### config.mk
export PLATFORM = sky130hd
export DESIGN_NAME = spike_synapse
export DESIGN_NICKNAME = d
export VERILOG_FILES = /design/src/rtl/spike_synapse.sv
export SDC_FILE = /design/constraint.sdc
export NUM_CORES = 1
export LEC_CHECK = 0
export BUFFER_PORTS_ARGS = -buffer_cell sky130_fd_sc_hd__buf_2
export CAP_MARGIN = 20
export CORE_ASPECT_RATIO = 0.9
export CORE_MARGIN = 5
export CORE_UTILIZATION = 30
export CTS_CLUSTER_SIZE = 14
export DETAILED_ROUTE_END_ITERATION = 12
export PLACE_DENSITY_LB_ADDON = 0.25
export SKIP_LAST_GASP = 1
export SYNTH_ARGS = -nofsm -noshare
export SYNTH_HDL_FRONTEND = slang
export SYNTH_SLANG_ARGS = --single-unit
### constraint.sdc
create_clock -name clk -period 6.4 [get_ports clk]
set_clock_uncertainty 0.2 [all_clocks]
set_input_delay 0.32 -clock clk [delete_from_list [all_inputs] [get_ports clk]]
set_output_delay 0.32 -clock clk [all_outputs]
set_load 0.02 [all_outputs]
### src/rtl/spike_synapse.sv
// spike_synapse: converts an upstream 1-bit spike train into an 8-bit decaying
// synaptic current for the next neuron. Each arriving spike adds (excitatory)
// or subtracts (inhibitory) WEIGHT from the current after a shift-based decay.
// Optional feature macro: SYN_DELAY_EN -- when defined, a DELAY_DEPTH-stage
// axonal delay line sits between spike_in and the integrator, tapped by DELAY.
module spike_synapse #(
   parameter int DELAY_DEPTH = 16
) (
   input  logic       clk,
   input  logic       rst_n,
   input  logic       spike_in,
   input  logic       enable,
   input  logic [7:0] WEIGHT,
   input  logic       INHIBIT,
   input  logic [2:0] DECAY_SHIFT,
   input  logic [3:0] DELAY,
   output logic [7:0] current,
   output logic       arrived,
   output logic       saturated,
   output logic [7:0] spike_count
);

   // Bit 8 of the result flags that the value was clamped.
   function automatic logic [8:0] add_sat(input logic [7:0] a, input logic [7:0] b);
      logic [8:0] sum;
      sum = {1'b0, a} + {1'b0, b};
      if (sum[8]) begin
         add_sat = {1'b1, 8'hFF};
      end else begin
         add_sat = {1'b0, sum[7:0]};
      end
   endfunction

   function automatic logic [8:0] sub_sat(input logic [7:0] a, input logic [7:0] b);
      if (a < b) begin
         sub_sat = {1'b1, 8'h00};
      end else begin
         sub_sat = {1'b0, a - b};
      end
   endfunction

   logic arrival;

`ifdef SYN_DELAY_EN
   logic [DELAY_DEPTH-1:0] dline_q, dline_d;
   int tap;

   // Shift spike_in into the delay line and select the arrival tap.
   always_comb begin
      dline_d    = dline_q;
      dline_d[0] = spike_in;
      for (int i = 1; i < DELAY_DEPTH; i++) begin
         dline_d[i] = dline_q[i-1];
      end
      if (int'(DELAY) >= DELAY_DEPTH) begin
         tap = DELAY_DEPTH - 1;
      end else begin
         tap = int'(DELAY);
      end
      arrival = 1'b0;
      for (int i = 0; i < DELAY_DEPTH; i++) begin
         if (i == tap) begin
            arrival = dline_q[i];
         end
      end
   end

   // Delay line keeps shifting regardless of enable; reset clears every stage.
   always_ff @(posedge clk) begin
      if (!rst_n) begin
         dline_q <= '0;
      end else begin
         dline_q <= dline_d;
      end
   end
`else
   logic [3:0] unused_delay;
   assign unused_delay = DELAY ^ 4'(DELAY_DEPTH);
   assign arrival = spike_in;
`endif

   logic [7:0] current_q, current_d;
   logic       arrived_q, arrived_d;
   logic       saturated_q, saturated_d;
   logic [7:0] count_q, count_d;
   logic [7:0] dec_amt;
   logic [7:0] decayed;
   logic [8:0] integ;

   // Decay the current, then integrate any arriving spike with clamping.
   always_comb begin
      dec_amt = current_q >> DECAY_SHIFT;
      if (dec_amt == 8'd0 && current_q != 8'd0) begin
         dec_amt = 8'd1;
      end
      decayed = current_q - dec_amt;
      if (INHIBIT) begin
         integ = sub_sat(decayed, WEIGHT);
      end else begin
         integ = add_sat(decayed, WEIGHT);
      end

      current_d   = current_q;
      arrived_d   = 1'b0;
      saturated_d = 1'b0;
      count_d     = count_q;
      if (enable) begin
         arrived_d = arrival;
         if (arrival) begin
            current_d   = integ[7:0];
            saturated_d = integ[8];
            if (count_q != 8'hFF) begin
               count_d = count_q + 8'd1;
            end
         end else begin
            current_d = decayed;
         end
      end
   end

   // State registers; reset wins over any same-edge arrival.
   always_ff @(posedge clk) begin
      if (!rst_n) begin
         current_q   <= 8'd0;
         arrived_q   <= 1'b0;
         saturated_q <= 1'b0;
         count_q     <= 8'd0;
      end else begin
         current_q   <= current_d;
         arrived_q   <= arrived_d;
         saturated_q <= saturated_d;
         count_q     <= count_d;
      end
   end

   assign current     = current_q;
   assign arrived     = arrived_q;
   assign saturated   = saturated_q;
   assign spike_count = count_q;

endmodule

==> results of run 1 <==
==> registers in the layout, indices dropped and copies added (netlist names) <==
name / flops
current: 8
spike_count: 8
arrived: 1
saturated: 1
==> worst paths after layout <==
path,startpoint,to,slack [ps],depth (start not counted)
worst max-delay path,current[3],current[5],1310,19
worst min-delay path,enable,arrived,250,2
worst max register to register,current[3],current[5],1310,19
worst min register to register,spike_count[7],spike_count[7],310,2
==> layout make-up <==
class / instances / area (um^2) / area share
Clock buffer: 4 / 55.1 / 0.0222
Inverter: 21 / 92.6 / 0.0374
Multi-Input combinational cell: 226 / 1690 / 0.681
Sequential cell: 18 / 360 / 0.146
Tap cell: 93 / 116 / 0.0470
Timing Repair Buffer: 33 / 165 / 0.0667
==> cell usage after synthesis, drive strengths merged, types with 3 or more instances <==
master and count:
mux2 3, nand3 9, inv 20, nand4 3, dfxtp 18, o211ai 4, o221ai 4, mux4 3
nor4 3, a31oi 7, and2 5, o31ai 9, mux2i 4, nor2 23, and3 4, nor2b 10
a21boi 4, clkbuf 4, o311a 3, xor2 3, o21a 4, buf 7, o21ai 13, or3 5
o21bai 3, nor3 5, ha 25, nand2b 4, nand2 20, xnor2 7, fa 3, a21oi 16
==> stage by stage <==
| stage | hold slack [ps] | worst slack (ps) | std cells |
|---|---|---|---|
| 6_report | 248 | 1310 | 395 |
| 5_1_grt | 250 | 1030 | 395 |
| 4_1_cts | 238 | 1300 | 395 |
| 3_5_place_dp | 303 | 1120 | 391 |
| 3_3_place_gp | 289 | 1150 | 391 |
| 2_1_floorplan | 369 | 1750 | 276 |
==> metal layers <==
metal	track usage	vias to the layer above	part of all wire
met2	0.195	31	0.43
met1	0.183	971	0.52
li1	-	1069	-
met5	0	-	0
met3	0.0207	2	0.042
met4	0.0101	0	0.00071
==> cells by family (layout without fill, tap and decap cells) <==
logic type / after synthesis / after routing / synth area share
flops: 18 / 18 / 0.163
simple gates: 95 / 95 / 0.217
fa+ha+maj: 28 / 28 / 0.169
buf+inv: 32 / 58 / 0.0741
mux: 10 / 10 / 0.0690
compound gates: 83 / 83 / 0.268
xor+xnor: 10 / 10 / 0.0396
==> worst reg2reg max path: cells and delay by family, from the launching register on <==
family | cells | cell delay [ps]
DFF | 1 | 400
AOI/OAI and AO/OA | 10 | 2080
adders and majority gates | 3 | 830
and+or+nand+nor | 4 | 900
buffers and inverters | 1 | 50
muxes | 1 | 530
==> qor.csv, run 1 <==
metric,value,unit
fp.dieW,100,um
fillers,788,
hold_viol_final,0,
cts_max_path_buffers,2,
cts_made_buffers,3,
cts_resized,0,
synthArstFlopShare,0,
dp_hpwl,4610,um
synth_top_flop_cell,dfxtp_1,
initial_utilization,0.311,
die_h,91.4,um
avgSynthCellArea,8.01,um^2
ctsHoldBuffers,0,
routed_via_density,5.25,
clk_pin_slew,70,ps
min_path_type,in -> reg,
coreArea,7110,um^2
grt_pass1_wl,9460,um
antenna_found_initial,0,
rows,29,
drt_iter0_markers,147,
syn2layout_area_growth,12.0,%
post_drt_wl_per_cell,14.3,um
drv_cap,0,
setup_viol,0,
cp_cell_sequence,"mux4_1, nor2b_4, a31oi_4, o311a_1, a31o_1, a32o_1, ha_1, inv_1, fa_1, a21o_1, a21oi_1, nand3b_1, nand3_1, ha_1, or3_1, o31ai_1, o221ai_1, a21oi_1, o31ai_1",
cpMaxStageDelayCell,mux4_1,
cts_root_buf,clkbuf_8,
ant_nets,0,
drc,0,
synth_nets,324,
yosys.area.top_type_share,0.163,
grt_overflow,0,
clk_latency,260,ps
grt_max_degree,20,
synth_warnings,0,
worstPathMaxFanout,8,
relSlewSlack,0.654,
start_kind,flip-flop,
synth_top_area_cell,dfxtp_1,
netlist_area,2210,um^2
cts_setup_buffers,0,
max_stage_delay,530,ps
firstDrtPassIters,4,
post-route-util,0.348,
grt_pass1_vias,1954,
rsz0062_at_grt,false,
fin_area,2480,um^2
cts_sinks,18,
status,completed,
port_buffers,33,
final_common_cell,buf_2,
mostFrequentLayoutCells,"buf_2, ha_1, nor2_1, nand2_1, inv_1",
yosysSeqAreaShare,0.163,
ios,38,
drive_above_1_share,0.152,
grt.total_usage,0.123,
cp_data_arrival_time,5040,ps
worstSetupEndpointType,flip-flop,
syn_inst,276,
diodes,0,
slew_viol_final,0,
final.setup.tns,0,ps
clock.fmax,0.197,GHz
synth_cell_type_count,60,
critical_path.top_delay_family,compound AO/OA/AOI/OAI gates,
placed_area,2420,um^2
finish.net_count,351,
vias,2073,
drt_wl_total,5640,um
finalCritPeriodShare,0.795,
dieArea,9190,um^2
synth_edf_count,0,
period_minus_slack,5090,ps
cts_tree,done,
htreeDepth,1,
path_buf_inv,1,
ys_seq_elements,18,
synthTopCellsByArea,"dfxtp_1, ha_1, nor2_1",
routabilityCongestion,0.790,
path_class,reg -> reg,
required,6350,ps
worst-slew-pin-transition,514,ps
Power of run 1 is left out: the tool's default activity adds up to more than one toggle a clock period on the data nets, which glitch-free logic cannot reach.
==> run 2, diff against run 1 <==
- clock period: 6.4 -> 4.6 ns (I/O delays scaled with it)
==> run 2 against run 1 <==
  * Setup slack got worse by 1200 ps
  * Register-to-register slack got worse by 1200 ps
  * Wire length increased by 18%
  * Critical path type unchanged
  * Largest cell class unchanged
  * Highest routed layer unchanged
==> qor.csv, run 2 (synthesis gave the netlist of run 1 again) <==
metric,value,unit,change
status,completed,,unchanged
ios,38,,unchanged
dieArea,9190,um^2,unchanged
place_ws,-253,ps,was 1120 ps
met1_usage,0.208,,was 0.183
hold_viol_final,0,,unchanged
worstPathMaxFanout,4,,was 8
cts_sinks,18,,unchanged
initial_utilization,0.311,,unchanged
rows,29,,unchanged
met3_usage,0.0138,,was 0.0207
drc,0,,unchanged
slew_viol_final,0,,unchanged
diodes,0,,unchanged
start_kind,flip-flop,,unchanged
setup_ws,70.3,ps,was 1310 ps
htreeDepth,1,,unchanged
antenna_found_initial,0,,unchanged
post_drt_wl_per_cell,15.3,um,was 14.3 um
vias,2334,,was 2073
dp_hpwl,5340,um,was 4610 um
grt_pass1_vias,2205,,was 1954
firstDrtPassIters,4,,unchanged
coreArea,7110,um^2,unchanged
syn2layout_area_growth,36.2,%,was 12.0%
clk_latency,250,ps,was 260 ps
worst-slew-pin-transition,563,ps,was 514 ps
cts_made_buffers,3,,unchanged
period_minus_slack,4530,ps,was 5090 ps
cts_tree,done,,unchanged
clock.fmax,0.221,GHz,was 0.197 GHz
drv_cap,0,,unchanged
routabilityCongestion,0.842,,was 0.790
rsz0062_at_grt,true,,was false
grt-busiest-layer,met2,,unchanged
finalCritPeriodShare,0.985,,was 0.795
grt_overflow,0,,unchanged
grt.total_usage,0.142,,was 0.123
fp.dieW,100,um,unchanged
cts_root_buf,clkbuf_8,,unchanged
drive_above_1_share,0.353,,was 0.152
relSlewSlack,0.621,,was 0.654
clk_pin_slew,60,ps,was 70 ps
mostFrequentLayoutCells,"buf_4, buf_2, nor2_1, ha_1, nand2_1",,"was buf_2, ha_1, nor2_1, nand2_1, inv_1"
final_common_cell,buf_4,,was buf_2
cts_max_path_buffers,2,,unchanged
min_path_type,in -> reg,,unchanged
setup_viol,0,,unchanged
final.setup.tns,0,ps,unchanged
drt_wl_total,6650,um,was 5640 um
path_class,reg -> reg,,unchanged
required,4540,ps,was 6350 ps
worstSetupEndpointType,flip-flop,,unchanged
finish.net_count,393,,was 351
grt_max_degree,20,,unchanged
port_buffers,33,,unchanged
grt_pass1_wl,10900,um,was 9460 um
gr-usage-met2,0.224,,was 0.195
ctsHoldBuffers,0,,unchanged
rrSetupSlack,70,ps,was 1310 ps
routed_via_density,5.35,,was 5.25
drt_iter0_markers,90,,was 147
cp_data_arrival_time,4470,ps,was 5040 ps
ant_nets,0,,unchanged
die_h,91.4,um,unchanged
## run 2: changes by cell type in the layout (fill, tap and decap cells not counted), moves of 4 or more
| cell | change |
|---|---|
| ha_1 | -5 |
| a21oi_1 | -6 |
| buf_4 | +39 |
| a21oi_2 | +4 |
## run 2: path summary, 6_finish.rpt
check,startpoint,endpoint,cells after the start
max,current[2],current[7],20
min,enable,arrived,2
max reg2reg,current[2],current[7],20
min reg2reg,spike_count[7],spike_count[7],2
## run 2: worst max-delay path, cell delays in order, from the launching register on
cell and delay, ps:
dfxtp_1 330, mux4_2 450, nor2b_4 140, a31oi_4 140, o311a_1 200, a31o_1 130, a32o_2 180, ha_4 130
inv_1 40, fa_2 330, a21o_1 190, a21oi_2 140, nand3b_1 140, nand3_2 140, buf_6 160, ha_4 150
or4_1 390, o211ai_1 210, mux2_4 340, nor3_4 180, o31ai_2 80
## run 2: layer usage
metal	wire, um	share of wire
met1	3240	0.49
met4	95	0.014
met2	3090	0.46
met5	0	0
met3	224	0.034
## run 2: final cells by class
class	count	area, um^2
inverter	21	96.3
clock buffer	3	41.3
multi-input combinational	226	1900
sequential	18	362
timing repair buffer	75	492
tap	93	116
fill	781	4100
## run 2: stage by stage
| step | cell area [um^2] | util | cells | hold WS (ps) |
|---|---|---|---|---|
| global placement | 2710 | 0.381 | 429 | 286 |
| floorplan | 2220 | - | 276 | 328 |
| detailed placement | 2710 | 0.381 | 429 | 308 |
| finish | 3010 | 0.423 | 436 | 169 |
| CTS | 2870 | 0.404 | 435 | 157 |
| global route | 3010 | 0.423 | 436 | 174 |
## run 2: what timing repair did
| item | CTS | global route |
|---|---|---|
| gates resized for setup | 19 | 28 |
| endpoints found under the setup margin | 9 | 9 |
| buffers inserted | 3 | 1 |
| cloned | 0 | 0 |
| pin swaps | 7 | 14 |
Power of run 2 is left out for the same reason.
